--- config.mk ---
export PLATFORM = sky130hd
export DESIGN_NAME = multicycle_ctrl_fsm
export DESIGN_NICKNAME = d
export VERILOG_FILES = /design/src/rtl/riscv_ctrl_pkg.sv /design/src/rtl/alu_op_decoder.sv /design/src/rtl/multicycle_ctrl_fsm.sv
export SDC_FILE = /design/constraint.sdc
export NUM_CORES = 1
export LEC_CHECK = 0
export CAP_MARGIN = 25
export CELL_PAD_IN_SITES_DETAIL_PLACEMENT = 0
export CELL_PAD_IN_SITES_GLOBAL_PLACEMENT = 1
export CORE_MARGIN = 2
export CORE_UTILIZATION = 47
export DETAILED_ROUTE_END_ITERATION = 6
export DONT_BUFFER_PORTS = 1
export PLACE_DENSITY = 0.9
export SYNTH_ARGS = -nofsm -noshare
export SYNTH_HDL_FRONTEND = slang
export SYNTH_SLANG_ARGS = --single-unit
--- constraint.sdc ---
create_clock -name clk -period 2.6 [get_ports clk]
set_input_delay 0.52 -clock clk [delete_from_list [all_inputs] [get_ports clk]]
set_output_delay 0.52 -clock clk [all_outputs]
set_load 0.1 [all_outputs]
--- src/rtl/riscv_ctrl_pkg.sv ---
// Shared encodings for the RV32I multi-cycle control FSM.
// States, opcodes, immediate formats, ALU ops and datapath mux codes.
package riscv_ctrl_pkg;

  typedef enum logic [2:0] {
    S_FETCH  = 3'd0,
    S_DECODE = 3'd1,
    S_EXEC   = 3'd2,
    S_MEM    = 3'd3,
    S_WB     = 3'd4,
    S_HALT   = 3'd5
  } state_t;

  localparam logic [6:0] OPC_LOAD   = 7'h03;
  localparam logic [6:0] OPC_OPIMM  = 7'h13;
  localparam logic [6:0] OPC_AUIPC  = 7'h17;
  localparam logic [6:0] OPC_STORE  = 7'h23;
  localparam logic [6:0] OPC_OP     = 7'h33;
  localparam logic [6:0] OPC_LUI    = 7'h37;
  localparam logic [6:0] OPC_BRANCH = 7'h63;
  localparam logic [6:0] OPC_JALR   = 7'h67;
  localparam logic [6:0] OPC_JAL    = 7'h6F;
  localparam logic [6:0] OPC_FENCE  = 7'h0F;
  localparam logic [6:0] OPC_SYSTEM = 7'h73;

  localparam logic [2:0] IMM_I     = 3'd0;
  localparam logic [2:0] IMM_S     = 3'd1;
  localparam logic [2:0] IMM_B     = 3'd2;
  localparam logic [2:0] IMM_U     = 3'd3;
  localparam logic [2:0] IMM_J     = 3'd4;
  localparam logic [2:0] IMM_SHAMT = 3'd5;
  localparam logic [2:0] IMM_NONE  = 3'd7;

  localparam logic [3:0] ALU_ADD  = 4'd0;
  localparam logic [3:0] ALU_SUB  = 4'd1;
  localparam logic [3:0] ALU_SLL  = 4'd2;
  localparam logic [3:0] ALU_SLT  = 4'd3;
  localparam logic [3:0] ALU_SLTU = 4'd4;
  localparam logic [3:0] ALU_XOR  = 4'd5;
  localparam logic [3:0] ALU_SRL  = 4'd6;
  localparam logic [3:0] ALU_SRA  = 4'd7;
  localparam logic [3:0] ALU_OR   = 4'd8;
  localparam logic [3:0] ALU_AND  = 4'd9;
  localparam logic [3:0] ALU_EQ   = 4'd10;
  localparam logic [3:0] ALU_NE   = 4'd11;
  localparam logic [3:0] ALU_LT   = 4'd12;
  localparam logic [3:0] ALU_GE   = 4'd13;
  localparam logic [3:0] ALU_LTU  = 4'd14;
  localparam logic [3:0] ALU_GEU  = 4'd15;

  localparam logic [1:0] PC_PLUS4  = 2'd0;
  localparam logic [1:0] PC_TARGET = 2'd1;
  localparam logic [1:0] PC_JALR   = 2'd2;

  localparam logic [1:0] WB_ALU = 2'd0;
  localparam logic [1:0] WB_MEM = 2'd1;
  localparam logic [1:0] WB_PC4 = 2'd2;
  localparam logic [1:0] WB_IMM = 2'd3;

  function automatic logic opc_legal(input logic [6:0] op);
    return op inside {OPC_LOAD, OPC_OPIMM, OPC_AUIPC,
                      OPC_STORE, OPC_OP, OPC_LUI,
                      OPC_BRANCH, OPC_JALR, OPC_JAL,
                      OPC_FENCE, OPC_SYSTEM};
  endfunction

endpackage

--- src/rtl/alu_op_decoder.sv ---
// Combinational ALU operation select from opcode, funct3 and instr[30].
// Arithmetic for OP/OP-IMM, compares for BRANCH, ADD for everything else.
module alu_op_decoder (
  input  logic [6:0] i_opcode,
  input  logic [2:0] i_funct3,
  input  logic       i_bit30,
  output logic [3:0] o_alu_op
);
  import riscv_ctrl_pkg::*;

  logic w_is_op;
  logic w_is_arith;
  logic w_is_br;

  assign w_is_op    = (i_opcode == OPC_OP);
  assign w_is_arith = w_is_op | (i_opcode == OPC_OPIMM);
  assign w_is_br    = (i_opcode == OPC_BRANCH);

  always_comb begin
    o_alu_op = ALU_ADD;
    unique case (1'b1)
      w_is_arith: begin
        case (i_funct3)
          3'b000:  o_alu_op = (w_is_op & i_bit30) ? ALU_SUB : ALU_ADD;
          3'b001:  o_alu_op = ALU_SLL;
          3'b010:  o_alu_op = ALU_SLT;
          3'b011:  o_alu_op = ALU_SLTU;
          3'b100:  o_alu_op = ALU_XOR;
          3'b101:  o_alu_op = i_bit30 ? ALU_SRA : ALU_SRL;
          3'b110:  o_alu_op = ALU_OR;
          default: o_alu_op = ALU_AND;
        endcase
      end
      w_is_br: begin
        case (i_funct3)
          3'b001:  o_alu_op = ALU_NE;
          3'b100:  o_alu_op = ALU_LT;
          3'b101:  o_alu_op = ALU_GE;
          3'b110:  o_alu_op = ALU_LTU;
          3'b111:  o_alu_op = ALU_GEU;
          default: o_alu_op = ALU_EQ;
        endcase
      end
      default: o_alu_op = ALU_ADD;
    endcase
  end

endmodule

--- src/rtl/multicycle_ctrl_fsm.sv ---
// Multi-cycle RV32I control FSM: FETCH/DECODE/EXEC/MEM/WB/HALT over a
// shared datapath, owning the single memory port handshake.
module multicycle_ctrl_fsm #(
  parameter int MEM_WAIT_MAX = 16,
  parameter int CNT_W        = 8
) (
  input  logic        clk,
  input  logic        rst,
  input  logic [31:0] instr,
  input  logic        mem_ready,
  input  logic        branch_taken,
  output logic        mem_req,
  output logic        mem_we,
  output logic        mem_addr_sel,
  output logic        ir_write,
  output logic        pc_write,
  output logic [1:0]  pc_src,
  output logic        reg_write,
  output logic [1:0]  wb_sel,
  output logic        alu_src_a,
  output logic        alu_src_b,
  output logic [3:0]  alu_op,
  output logic [2:0]  imm_type,
  output logic        halted,
  output logic        illegal,
  output logic        bus_err
);
  import riscv_ctrl_pkg::*;

  state_t           r_state;
  logic [CNT_W-1:0] r_cnt;
  logic             r_illegal;
  logic             r_bus_err;

  logic [6:0] w_opc;
  logic [2:0] w_f3;
  logic       w_load, w_store, w_op, w_opimm;
  logic       w_lui, w_auipc, w_br, w_jal;
  logic       w_jalr, w_fence, w_sys, w_legal;
  logic       w_limit;
  logic [3:0] w_alu_op;
  logic [2:0] w_imm;
  logic       w_unused_bits;

  assign w_opc   = instr[6:0];
  assign w_f3    = instr[14:12];
  assign w_load  = (w_opc == OPC_LOAD);
  assign w_store = (w_opc == OPC_STORE);
  assign w_op    = (w_opc == OPC_OP);
  assign w_opimm = (w_opc == OPC_OPIMM);
  assign w_lui   = (w_opc == OPC_LUI);
  assign w_auipc = (w_opc == OPC_AUIPC);
  assign w_br    = (w_opc == OPC_BRANCH);
  assign w_jal   = (w_opc == OPC_JAL);
  assign w_jalr  = (w_opc == OPC_JALR);
  assign w_fence = (w_opc == OPC_FENCE);
  assign w_sys   = (w_opc == OPC_SYSTEM);
  assign w_legal = opc_legal(w_opc);
  assign w_limit = (r_cnt == CNT_W'(MEM_WAIT_MAX - 1));

  assign w_unused_bits = ^{instr[31], instr[29:15], instr[11:7]};

  alu_op_decoder u_alu_dec (
    .i_opcode (w_opc),
    .i_funct3 (w_f3),
    .i_bit30  (instr[30]),
    .o_alu_op (w_alu_op)
  );

  always_comb begin
    w_imm = IMM_NONE;
    unique case (1'b1)
      w_load | w_jalr: w_imm = IMM_I;
      w_opimm: w_imm = (w_f3 == 3'b001 || w_f3 == 3'b101) ?
                       IMM_SHAMT : IMM_I;
      w_store:         w_imm = IMM_S;
      w_br:            w_imm = IMM_B;
      w_lui | w_auipc: w_imm = IMM_U;
      w_jal:           w_imm = IMM_J;
      default:         w_imm = IMM_NONE;
    endcase
  end

  always_comb begin
    mem_req      = 1'b0;
    mem_we       = 1'b0;
    mem_addr_sel = 1'b0;
    ir_write     = 1'b0;
    pc_write     = 1'b0;
    pc_src       = PC_PLUS4;
    reg_write    = 1'b0;
    wb_sel       = WB_ALU;
    alu_src_a    = 1'b0;
    alu_src_b    = 1'b0;
    alu_op       = ALU_ADD;
    imm_type     = IMM_NONE;
    if (r_state inside {S_DECODE, S_EXEC, S_MEM, S_WB}) begin
      imm_type  = w_imm;
      alu_op    = w_alu_op;
      alu_src_a = w_auipc | w_jal;
      alu_src_b = ~(w_op | w_br);
    end
    unique case (r_state)
      S_FETCH: begin
        mem_req  = 1'b1;
        ir_write = mem_ready;
      end
      S_DECODE: pc_write = w_fence;
      S_EXEC: begin
        pc_write = w_br;
        pc_src   = (w_br & branch_taken) ? PC_TARGET : PC_PLUS4;
      end
      S_MEM: begin
        mem_req      = 1'b1;
        mem_addr_sel = 1'b1;
        mem_we       = w_store;
        pc_write     = w_store & mem_ready;
      end
      S_WB: begin
        reg_write = 1'b1;
        pc_write  = 1'b1;
        pc_src    = w_jal ? PC_TARGET :
                    w_jalr ? PC_JALR : PC_PLUS4;
        wb_sel    = w_load ? WB_MEM :
                    (w_jal | w_jalr) ? WB_PC4 :
                    w_lui ? WB_IMM : WB_ALU;
      end
      default: ;
    endcase
    // Reset masks every strobe, including a coincident mem_ready.
    if (rst) begin
      mem_req      = 1'b0;
      mem_we       = 1'b0;
      mem_addr_sel = 1'b0;
      ir_write     = 1'b0;
      pc_write     = 1'b0;
      pc_src       = '0;
      reg_write    = 1'b0;
      wb_sel       = '0;
      alu_src_a    = 1'b0;
      alu_src_b    = 1'b0;
      alu_op       = '0;
      imm_type     = '0;
    end
  end

  assign halted  = ~rst & (r_state == S_HALT);
  assign illegal = ~rst & r_illegal;
  assign bus_err = ~rst & r_bus_err;

  always_ff @(posedge clk) begin
    if (rst) begin
      r_state   <= S_FETCH;
      r_cnt     <= '0;
      r_illegal <= 1'b0;
      r_bus_err <= 1'b0;
    end else begin
      unique case (r_state)
        S_FETCH: begin
          if (mem_ready) begin
            r_state <= S_DECODE;
            r_cnt   <= '0;
          end else if (w_limit) begin
            r_state   <= S_HALT;
            r_bus_err <= 1'b1;
          end else begin
            r_cnt <= r_cnt + CNT_W'(1);
          end
        end
        S_DECODE: begin
          if (!w_legal) begin
            r_state   <= S_HALT;
            r_illegal <= 1'b1;
          end else if (w_sys) begin
            r_state <= S_HALT;
          end else if (w_fence) begin
            r_state <= S_FETCH;
            r_cnt   <= '0;
          end else begin
            r_state <= S_EXEC;
          end
        end
        S_EXEC: begin
          r_cnt <= '0;
          if (w_load | w_store) r_state <= S_MEM;
          else if (w_br)        r_state <= S_FETCH;
          else                  r_state <= S_WB;
        end
        S_MEM: begin
          if (mem_ready) begin
            r_cnt   <= '0;
            r_state <= w_load ? S_WB : S_FETCH;
          end else if (w_limit) begin
            r_state   <= S_HALT;
            r_bus_err <= 1'b1;
          end else begin
            r_cnt <= r_cnt + CNT_W'(1);
          end
        end
        S_WB: begin
          r_state <= S_FETCH;
          r_cnt   <= '0;
        end
        S_HALT:  r_state <= S_HALT;
        default: r_state <= S_FETCH;
      endcase
    end
  end

endmodule

### Word-level counts from Yosys, hierarchy flattened

Cells that the tools add are included.

| operators by class | value |
|---|---|
| $add $sub $neg | 1 |
| multipliers | 0 |
| div/mod/pow operators | 0 |
| magnitude comparators | 0 |
| eq/ne operators | 28 |
| shift-type cells | 0 |
| mux-type cells | 53 |
| bitwise gates (word level) | 17 |
| reduce and logical (&&, ||, !) cells | 11 |

Operators with widths:

| kind | count |
|---|---|
| $mux 8 | 5 |
| $mux 3 | 11 |
| $pmux 3 s5 | 2 |
| $eq 7x7->1 const B | 4 |
| $pmux 4 s7 | 1 |
| $pmux 8 s3 | 1 |
| $eq 7x6->1 const B | 3 |
| $eq 3x3->1 const B | 6 |
| $mux 1 | 18 |
| $mux 2 | 9 |
| $pmux 3 s6 | 1 |
| $eq 7x5->1 const B | 2 |
| $eq 3x2->1 const B | 4 |
| $reduce_bool 11->1 | 1 |
| $add 8x1->8 const B | 1 |
| $eq 8x4->1 const B | 1 |
| $mux 4 | 2 |
| $pmux 4 s2 | 1 |
| $eq 7x2->1 const B | 1 |
| $eq 7x4->1 const B | 1 |
| $or 1x1->1 | 7 |
| $and 1x1->1 | 6 |
| $eq 3x1->1 const B | 2 |
| $logic_not 3->1 | 2 |
| 12 further kinds | 18 |

| word-level totals | value |
|---|---|
| register bits | 13 |
| bits in latches | 0 |
| RAM bits | 0 |
| ROM bits | 0 |
| input port bits | 36 |
| memories | 0 |

### Longest topological paths before layout

Gate-level depths: netlist of the first run.

| logic depth | value |
|---|---|
| depth after elaboration | 7 |
| depth in mapped cells | 7 |
| gate-level depth less buffers | 6 |

### Modules after synthesis

Synthesis of the first run repeated with hierarchy kept, for this count alone.

| unflattened totals | value |
|---|---|
| cell total of the unflattened synthesis | 201 |
| area, all modules | 1,403.8 µm² |

Modules (own cells, without submodules):

| module | times used | cells each | area each (µm²) | sequential area each (µm²) |
|---|---|---|---|---|
| multicycle_ctrl_fsm | 1 | 177 | 1,229.9 | 260.2 |
| alu_op_decoder | 1 | 24 | 173.9 | 0.0 |

### Least setup slack after synthesis of the first run

Ideal clock, no wire load.

| path | value |
|---|---|
| path type | input port to output port |
| from | input rst |
| to | output pc_src[1] |
| arrival | 4.878 ns |
| data required time | 2.080 ns |
| slack | -2.798 ns |
| cell stages on the path | 4 |
| buffers on the path | 1 |
| cells stage by stage | buf_4 > nor4b_4 > nand4_1 > nor4_1 |

| on the way | value |
|---|---|
| word-level cells in the longest chain between the ends | 1 |

RTL lines:

| element | RTL line | RTL |
|---|---|---|
| start: declaration | multicycle_ctrl_fsm.sv:8 | `input logic rst,` |
| $mux 2 | multicycle_ctrl_fsm.sv:131 | `if (rst) begin` |
| end: declaration | multicycle_ctrl_fsm.sv:17 | `output logic [1:0] pc_src,` |

No other way between the ends.

### Worst setup path after layout of the first run

| path | value |
|---|---|
| from | register r_state[1] |
| to | output wb_sel[0] |

| on the way | value |
|---|---|
| word-level cells in the longest chain between the ends | 3 |

RTL lines:

| element | RTL line | RTL |
|---|---|---|
| start: declaration | multicycle_ctrl_fsm.sv:30 | `state_t r_state;` |
| start signal: assignment | multicycle_ctrl_fsm.sv:192 | `r_state <= w_load ? S_WB : S_FETCH;` |
| $eq 3x3->1 | multicycle_ctrl_fsm.sv:103 | `unique case (r_state)` |
| $mux 2 | multicycle_ctrl_fsm.sv:103 |  |
| $mux 2 | multicycle_ctrl_fsm.sv:131 |  |
| end: declaration | multicycle_ctrl_fsm.sv:19 | `output logic [1:0] wb_sel,` |

No other way between the ends.

==> out/results.tsv, run 1 <==
metric	value	unit
status	complete, no violations	
peak supply drop	0.4643	mV
I/O pin cnt	58	
Syn Inst Count	187	
Seq pwr share	26.0	%
worst path arrival time	1.97	ns
Synth area leader	dfxtp_1	
Achievable Freq	0.4011	GHz
Worst Path Max Fanout	2	
LEAKAGE	0.0007323	uW
post-route minimum period	2.493	ns
Clk network pwr share	14.6	%
number of diodes	0	
max_cap viols	0	
total CTS buffers	3	
crit end category	primary output	
Final Hold Fails	0	
Slowest cell on crit path	or4b_2	
Final #Nets	245	
Placement Cell Area	1953	sq um
CTS Buffer Depth	2	
Iter 0 DRT Violations	83	
routability cong.	0.8242	
H-tree levels	1	
combinational share of power	59.5	%
period utilization	95.90	%
Via density	6.626	
Final setup violation count	0	
initial antenna violation count	0	
Tot GR Track Use	25.87	%
Yosys warnings	0	
Internal	464.1	uW
Clk Latency, worst-skew pair	0.28	ns
PortBufs	0	
slew margin rel.	63.52	%
switching pwr	416.3	uW
total power divided by cell area	436.8	nW/um^2
skew final	0.01087	ns
CTS Sinks	13	
Reg clk slew, reported paths	0.09	ns
worst-margin pin slew	0.5430	ns
clk root buf	clkbuf_4	
final core utilization	73.09	%
die area	3345	sq um
antenna-violating nets left	0	
non-filler cells, final	238	
design area	2016	sq um
max incr delay on CP	0.66	ns
Worst EP required	2.08	ns
register-to-register setup slack	0.67	ns
max-slew violations	0	
Die Ht	57.84	um
Initial Util	49.41	%
CP Launch Point	r_state[1]$_SDFF_PP0_	
Synth cell types	59	
Area contributors post-synth	dfxtp_1 (19%), a21oi_1 (5.5%), nand2b_1 (4.6%)	
area share of the largest cell type after synthesis	19.10	%
final WL	4049	um
Die X	57.84	um
CP Class	reg2out	
row count	19	
Hold Crit Class	in2reg	
via count	1577	
Avg WL per Cell	17.01	um
Cell Area, Synth	1363	sq um
Post-Place Setup Slack	0.1241	ns
total gr overflow	0	
syn_nets	224	
delay-heaviest family, CP	simple AND/OR/NAND/NOR gates	
Primary FF master, synth	dfxtp_1	
Final WS setup	0.1065	ns
vias in the first global route	1599	
EDFF count, synth	0	
first-pass GRT wire length	7038	um
DR pass1 iterations	4	
post-DP HPWL	3011	um
reg2reg start	r_state[0]$_SDFF_PP0_	
Core ar.	2758	sq um
CP Launch Type	register	
pin count of the biggest net entering global routing	20	
Seq cells post-synth	13	
post-synthesis area per instance	7.286	sq um
HP Start	rst	
sequential area share after synthesis	19.10	%
cells along the critical path	nor4b_4 -> or4b_2 -> a21oi_4 -> buf_12	
share of layout cells above drive strength 1	33.82	%
ys async rst share	0	%
Worst Path Buf+Inv	1	
DRC viols	0	
Placed Cells	232	
Sw Share	47.29	%
synthesis-to-layout area growth	47.93	%
Post-CTS Hold Fix Bufs	0	
CTS tree	built	
unrepaired setup endpoints after global routing	false	
-- worst paths after layout --
kind	endpoint	depth (start not counted)
max reg2reg	r_cnt[0]$_SDFFE_PP0P_	5
min reg2reg	r_bus_err$_SDFFE_PP0P_	2
min	r_cnt[2]$_SDFFE_PP0P_	1
max	wb_sel[0]	4
-- worst register-to-register path, delay by kind of cell (launching register included) --
kind | cells | cell delay, ns
buf+inv | 1 | 0.23
flops | 1 | 0.42
simple gates | 2 | 0.89
xor+xnor | 1 | 0.15
compound gates | 1 | 0.16
-- cells in the final DEF (no fill, tap or decap), types with 3 or more instances in the layout --
| cell type | instances |
|---|---|
| o21a_1 | 3 |
| a21oi_4 | 6 |
| nor3_4 | 3 |
| inv_1 | 4 |
| nor2_1 | 11 |
| or3_1 | 3 |
| clkbuf_4 | 3 |
| and3_1 | 5 |
| a21oi_1 | 9 |
| a21o_1 | 4 |
| nand2b_1 | 10 |
| dfxtp_1 | 12 |
| buf_4 | 14 |
| nand3_1 | 12 |
| o21ai_0 | 8 |
| nor2_2 | 3 |
| o31ai_1 | 3 |
| nand4_1 | 3 |
| nand2_1 | 8 |
| buf_12 | 15 |
| nor3_1 | 7 |
-- routing by layer --
metal / share of wire (%) / GRT usage, % / up-vias
met5: 0 / 0 / -
met4: 2.1 / 8.970 / 0
met3: 4.7 / 2.902 / 9
met2: 52 / 45.13 / 58
met1: 41 / 33.01 / 751
li1: - / - / 759
-- final cells by class --
cell class | count | area, sq um
clock buffers | 4 | 26.28
repair buffers | 31 | 431.7
flip-flops and latches | 13 | 261.5
multi-input cells | 155 | 1242
well taps | 31 | 38.79
inverters | 4 | 15.01
fillers | 213 | 742.0
-- flip-flops by register name, indices dropped and copies added (netlist names) --
name       count
r_bus_err      1
r_illegal      1
r_cnt          8
r_state        3
-- cell families (layout without fill, tap and decap cells) --
kind of cell | Yosys count | after routing | share of synthesized area (%)
and+or+nand+nor | 90 | 90 | 39.86
AOI/OAI and AO/OA | 59 | 59 | 29.84
buffers and inverters | 19 | 39 | 6.703
DFF | 13 | 13 | 19.10
muxes | 3 | 3 | 2.296
xor gates and xnor gates | 2 | 2 | 1.286
adders and majority gates | 1 | 1 | 0.9181
-- synthesized netlist by cell type, drive strengths merged (2+ instances only) --
| cell | n |
|---|---|
| nand2b | 10 |
| mux2i | 2 |
| or3 | 3 |
| nor4b | 3 |
| nor2 | 14 |
| a21boi | 2 |
| nor3 | 11 |
| o21a | 3 |
| a211oi | 2 |
| o22ai | 2 |
| o21ai | 9 |
| inv | 4 |
| a22oi | 2 |
| and3 | 7 |
| a211o | 2 |
| a311oi | 2 |
| a21oi | 15 |
| nand2 | 8 |
| dfxtp | 13 |
| o41ai | 2 |
| nor2b | 3 |
| a31oi | 4 |
| o311ai | 2 |
| a21o | 4 |
| o31ai | 3 |
| clkbuf | 7 |
| nor3b | 4 |
| buf | 8 |
| nand3 | 12 |
| nand4 | 3 |
| nor4 | 3 |
-- power by group through the flow --
stage | sequential (uW) | combinational, uW | clock (uW)
after floorplan | 226 | 416 | 0
after global placement | 231 | 490 | 0
after detailed placement | 232 | 499 | 0
after CTS | 228 | 501 | 128
after global routing | 230 | 552 | 138
final | 229 | 524 | 128
-- per-stage QoR --
stage | hold WS (ns) | setup TNS, ns | power, uW
finish | 0.3182 | 0 | 880.4
global route | 0.3076 | 0 | 921.1
detailed placement | 0.4809 | 0 | 731.0
global placement | 0.4491 | 0 | 720.5
floorplan | 0.4286 | -3.807 | 641.7
CTS | 0.3164 | 0 | 856.2
-- repair_timing --
action                                  CTS  global route
gates resized for setup                   0             6
endpoints found under the setup margin    0             8
buffers inserted                          0             2
Power figures use the tool's default switching activity.
==> inputs of run 2 (changes only) <==
CAP_MARGIN = 0   (was 25)
CORE_ASPECT_RATIO = 0.5   (was not set)
REMOVE_ABC_BUFFERS = 1   (was not set)
==> run 2 against run 1 <==
Sequential share of layout area increased by 0.55 points. Clock power up 48%. Non-clock buffer count unchanged. Sequential power is 4% higher. Core utilization fell by 0.58 points. Setup slack improved by 0.033 ns. Via count shrank 2.6%. Largest cell class unchanged. Highest routed layer unchanged. Count of clock-buffer cells in the layout is the same. Register-to-register slack improved by 0.04 ns. Die area is 0.80% higher.
==> out/results.tsv, run 2 (synthesized netlist as in run 1, its figures left out) <==
metric	value	unit
status	complete, no violations	
first-pass GRT wire length	6727	um
Largest register FFs	8	
Tot GR Track Use	25.05	%
total power divided by cell area	468.5	nW/um^2
Post-CTS Hold Fix Bufs	0	
most common cell after layout, fill and taps aside	buf_4	
period utilization	94.61	%
number of diodes	0	
post-route minimum period	2.460	ns
unrepaired setup endpoints after global routing	false	
worst path arrival time	1.94	ns
Slowest cell on crit path	or4b_2	
DR pass1 iterations	4	
Final Hold Fails	0	
die area	3372	sq um
max-slew violations	0	
Largest regs	r_cnt x8, r_state x3	
share of layout cells above drive strength 1	31.40	%
total CTS buffers	3	
Clk Latency, worst-skew pair	0.25	ns
Initial Util	51.08	%
H-tree levels	1	
total gr overflow	0	
Core ar.	2668	sq um
switching pwr	407.3	uW
initial antenna violation count	0	
routability cong.	0.8170	
DRC viols	0	
cells along the critical path	nor4b_4 -> or4b_2 -> a21oi_2 -> buf_12	
LEAKAGE	0.0006946	uW
Min Hold Slack	0.3361	ns
commonest non-fill, non-tap cells in the layout	buf_4 (15), nor2_1 (12), nand3_1 (12), dfxtp_1 (12), buf_12 (11)	
Sw Share	44.94	%
post-DP HPWL	2959	um
CP Launch Point	r_state[0]$_SDFF_PP0_	
Die X	80.15	um
pin count of the biggest net entering global routing	20	
I/O pin cnt	58	
slew margin rel.	63.37	%
Iter 0 DRT Violations	87	
worst-margin pin slew	0.5355	ns
Die Ht	42.08	um
via count	1536	
CP Class	reg2out	
Final #Nets	245	
largest reg by FF count	r_cnt	
row count	13	
Clk network pwr share	20.8	%
synthesis-to-layout area growth	41.97	%
antenna-violating nets left	0	
CTS tree	built	
Hold Crit Class	in2reg	
Seq pwr share	26.4	%
max incr delay on CP	0.63	ns
peak supply drop	0.3207	mV
CTS Sinks	13	
skew final	0.001176	ns
vias in the first global route	1383	
max_cap viols	0	
Achievable Freq	0.4065	GHz
HP Start	rst	
PortBufs	0	
Worst Path Max Fanout	11	
Worst EP required	2.08	ns
Final setup violation count	0	
Avg WL per Cell	16.15	um
reg2reg start	r_state[2]$_SDFF_PP0_	
Internal	499.0	uW
Reg clk slew, reported paths	0.06	ns
final WL	3941	um
crit end category	primary output	
Via density	6.295	
CTS Buffer Depth	2	
TNS Setup	0	ns
CP Launch Type	register	
combinational share of power	52.8	%
clk root buf	clkbuf_8	
[run 2: worst paths after layout]
check / end / slack, ns / cells after the start
max reg2reg: r_cnt[3]$_SDFFE_PP0P_ / 0.71 / 6
max: wb_sel[0] / 0.14 / 4
min reg2reg: r_bus_err$_SDFFE_PP0P_ / 0.47 / 2
min: r_bus_err$_SDFFE_PP0P_ / 0.34 / 1
[run 2: timing repair]
| item | CTS | global route |
|---|---|---|
| buffers inserted | 1 | 0 |
| setup endpoints to repair | 4 | 8 |
| gates resized for setup | 1 | 3 |
| pin swaps | 1 | 0 |
| gates cloned | 0 | 0 |
| hold endpoints to repair | 0 | 0 |
[run 2: layout make-up]
type	count	area, sq um
flip-flops and latches	13	261.5
repair buffers	31	457.9
fillers	211	733.2
well taps	37	46.29
clock buffers	4	45.04
inverters	4	15.01
multi-input cells	155	1109
[run 2: layer usage]
metal | part of all wire, % | wire, um | global-route usage, %
met1 | 43 | 1704 | 30.76
met2 | 50 | 1983 | 44.33
met3 | 5.2 | 206 | 5.603
met4 | 1.2 | 46 | 6.441
met5 | 0 | 0 | 0
[run 2: power groups by stage]
stage / clock network, uW / logic, uW / registers (uW)
final: 189 / 479 / 239
after global routing: 204 / 506 / 242
after CTS: 193 / 477 / 238
after detailed placement: 0 / 471 / 243
after global placement: 0 / 462 / 240
after floorplan: 0 / 318 / 250
[run 2: metrics by stage]
| stage | total power, uW | worst slack (ns) | cells | utilization (%) | instance area (sq um) |
|---|---|---|---|---|---|
| after detailed placement | 714.1 | 0.1042 | 239 | 69.93 | 1866 |
| final | 906.3 | 0.1400 | 244 | 72.51 | 1934 |
| after global placement | 701.7 | 0.2400 | 239 | 69.93 | 1866 |
| after CTS | 908.4 | 0.04002 | 244 | 72.09 | 1923 |
| after global routing | 951.5 | 0.06451 | 244 | 72.51 | 1934 |
| after floorplan | 567.8 | -2.692 | 172 | - | 1286 |
[run 2: critical path: cells and delay by family (launching register included)]
family | cells | cell delay (ns)
AOI/OAI and AO/OA | 1 | 0.18
buffers and inverters | 1 | 0.19
DFF | 1 | 0.39
and+or+nand+nor | 2 | 0.92
==> inputs of run 3 (changes only) <==
CORE_UTILIZATION = 35   (was 47)
PLACE_DENSITY = 0.72   (was 0.9)
==> run 3 against run 2 <==
Fmax is 2.3% lower. Register-to-register slack got worse by 0.04 ns. Setup slack got worse by 0.058 ns. Sequential cell count unchanged. Wire length fell by 4.4%. Critical path type unchanged. Cell area rose by 0.26%. Global-route usage down 7.5 points. Sequential share of layout area about the same.
==> out/results.tsv, run 3 (synthesized netlist as in run 1, its figures left out) <==
metric	value	unit
status	complete, no violations	
LEAKAGE	0.0006963	uW
routability cong.	0.8052	
antenna-violating nets left	0	
CP Class	reg2out	
peak supply drop	0.1248	mV
Min Hold Slack	0.3395	ns
slew margin rel.	64.89	%
PortBufs	0	
post-cts sizing count	0	
largest reg by FF count	r_cnt	
CP Launch Type	register	
clk root buf	clkbuf_8	
H-tree levels	1	
first-pass GRT wire length	6161	um
Tot GR Track Use	17.54	%
Die X	92.24	um
worst path arrival time	2.00	ns
period utilization	96.86	%
Iter 0 DRT Violations	129	
Seq pwr share	26.4	%
pin count of the biggest net entering global routing	20	
Post-Place Setup Slack	0.1810	ns
Post-CTS Hold Fix Bufs	0	
CTS Sinks	13	
max_cap viols	0	
I/O pin cnt	58	
Final #Nets	245	
unrepaired setup endpoints after global routing	false	
number of diodes	0	
Die Ht	48.12	um
DR pass1 iterations	5	
worst-margin pin slew	0.5193	ns
Final setup violation count	0	
Core ar.	3585	sq um
Worst EP required	2.08	ns
total power divided by cell area	460.4	nW/um^2
max-slew violations	0	
synthesis-to-layout area growth	42.33	%
Reg clk slew, reported paths	0.06	ns
Final Hold Fails	0	
initial antenna violation count	0	
total gr overflow	0	
Via density	5.880	
setup bufs post-CTS	0	
vias in the first global route	1363	
Initial Util	38.01	%
Largest register FFs	8	
post-route minimum period	2.518	ns
Hold Crit Class	in2reg	
CTS Buffer Depth	2	
most common cell after layout, fill and taps aside	buf_4	
die area	4439	sq um
total CTS buffers	3	
share of layout cells above drive strength 1	30.92	%
Final WS setup	0.08167	ns
final WL	3768	um
crit end category	primary output	
Internal	493.9	uW
commonest non-fill, non-tap cells in the layout	buf_4 (15), nor2_1 (12), nand3_1 (12)	
Achievable Freq	0.3971	GHz
combinational share of power	53.0	%
Clk network pwr share	20.6	%
Largest regs	r_cnt x8, r_state x3	
via count	1517	
row count	15	
Worst Path Max Fanout	9	
CTS tree	built	
DRC viols	0	
post-DP HPWL	2840	um
Clk Latency, worst-skew pair	0.25	ns
Sw Share	44.69	%
Avg WL per Cell	14.60	um
switching pwr	399.0	uW
skew final	0.003306	ns
Layout fillers	337	
## run 3: cell types whose count changed in the layout (fill, tap and decap cells not counted)
| cell | change |
|---|---|
| nor3_2 | -1 |
| dfxtp_2 | +1 |
| nor3_1 | +1 |
| clkinv_2 | +1 |
| clkbuf_1 | -1 |
| dfxtp_1 | -1 |
| nor3b_2 | -2 |
| nor3b_1 | +2 |
## run 3: cell type report
class	count	area (sq um)	share of cell area, %
inverters	4	15.01	0.7742
clock inverters	1	5.005	0.2581
flip-flops and latches	13	262.8	13.55
multi-input cells	155	1094	56.39
well taps	51	63.81	3.290
clock buffers	3	41.29	2.129
repair buffers	31	457.9	23.61
## run 3: stage by stage
step | TNS, ns | instances | area, sq um | util [%] | total power [uW]
floorplan | -17.17 | 172 | 1286 | - | 567.8
CTS | 0 | 258 | 1937 | 54.03 | 899.3
global placement | 0 | 254 | 1891 | 52.74 | 706.6
finish | 0 | 258 | 1939 | 54.10 | 892.9
detailed placement | 0 | 254 | 1891 | 52.74 | 712.8
global route | 0 | 258 | 1939 | 54.10 | 944.4
## run 3: power groups by stage
stage	clock network, uW	logic (uW)	registers, uW
final	184	473	236
after global routing	200	505	240
after CTS	190	475	235
after detailed placement	0	474	239
after global placement	0	469	238
after floorplan	0	318	250
## run 3: critical path, cell delays in order, from the launching register on
cell and delay [ns]:
dfxtp_2 0.37, nor4b_4 0.36, or4b_2 0.63, a21oi_2 0.18
buf_12 0.19
## run 3: path summary, 6_finish.rpt
path	cells after the start	slack (ns)	startpoint	endpoint
min	1	0.34	rst	r_cnt[0]$_SDFFE_PP0P_
max	4	0.08	r_state[0]$_SDFF_PP0_	wb_sel[0]
max reg2reg	6	0.67	r_state[2]$_SDFF_PP0_	r_cnt[3]$_SDFFE_PP0P_
min reg2reg	2	0.46	r_bus_err$_SDFFE_PP0P_	r_bus_err$_SDFFE_PP0P_
## run 3: per-layer routing
layer	global-route usage, %	vias up	part of all wire, %
met1	22.60	714	48
met2	30.74	41	47
li1	-	760	-
met4	6.269	0	0.56
met3	3.709	2	4.6
met5	0	-	0
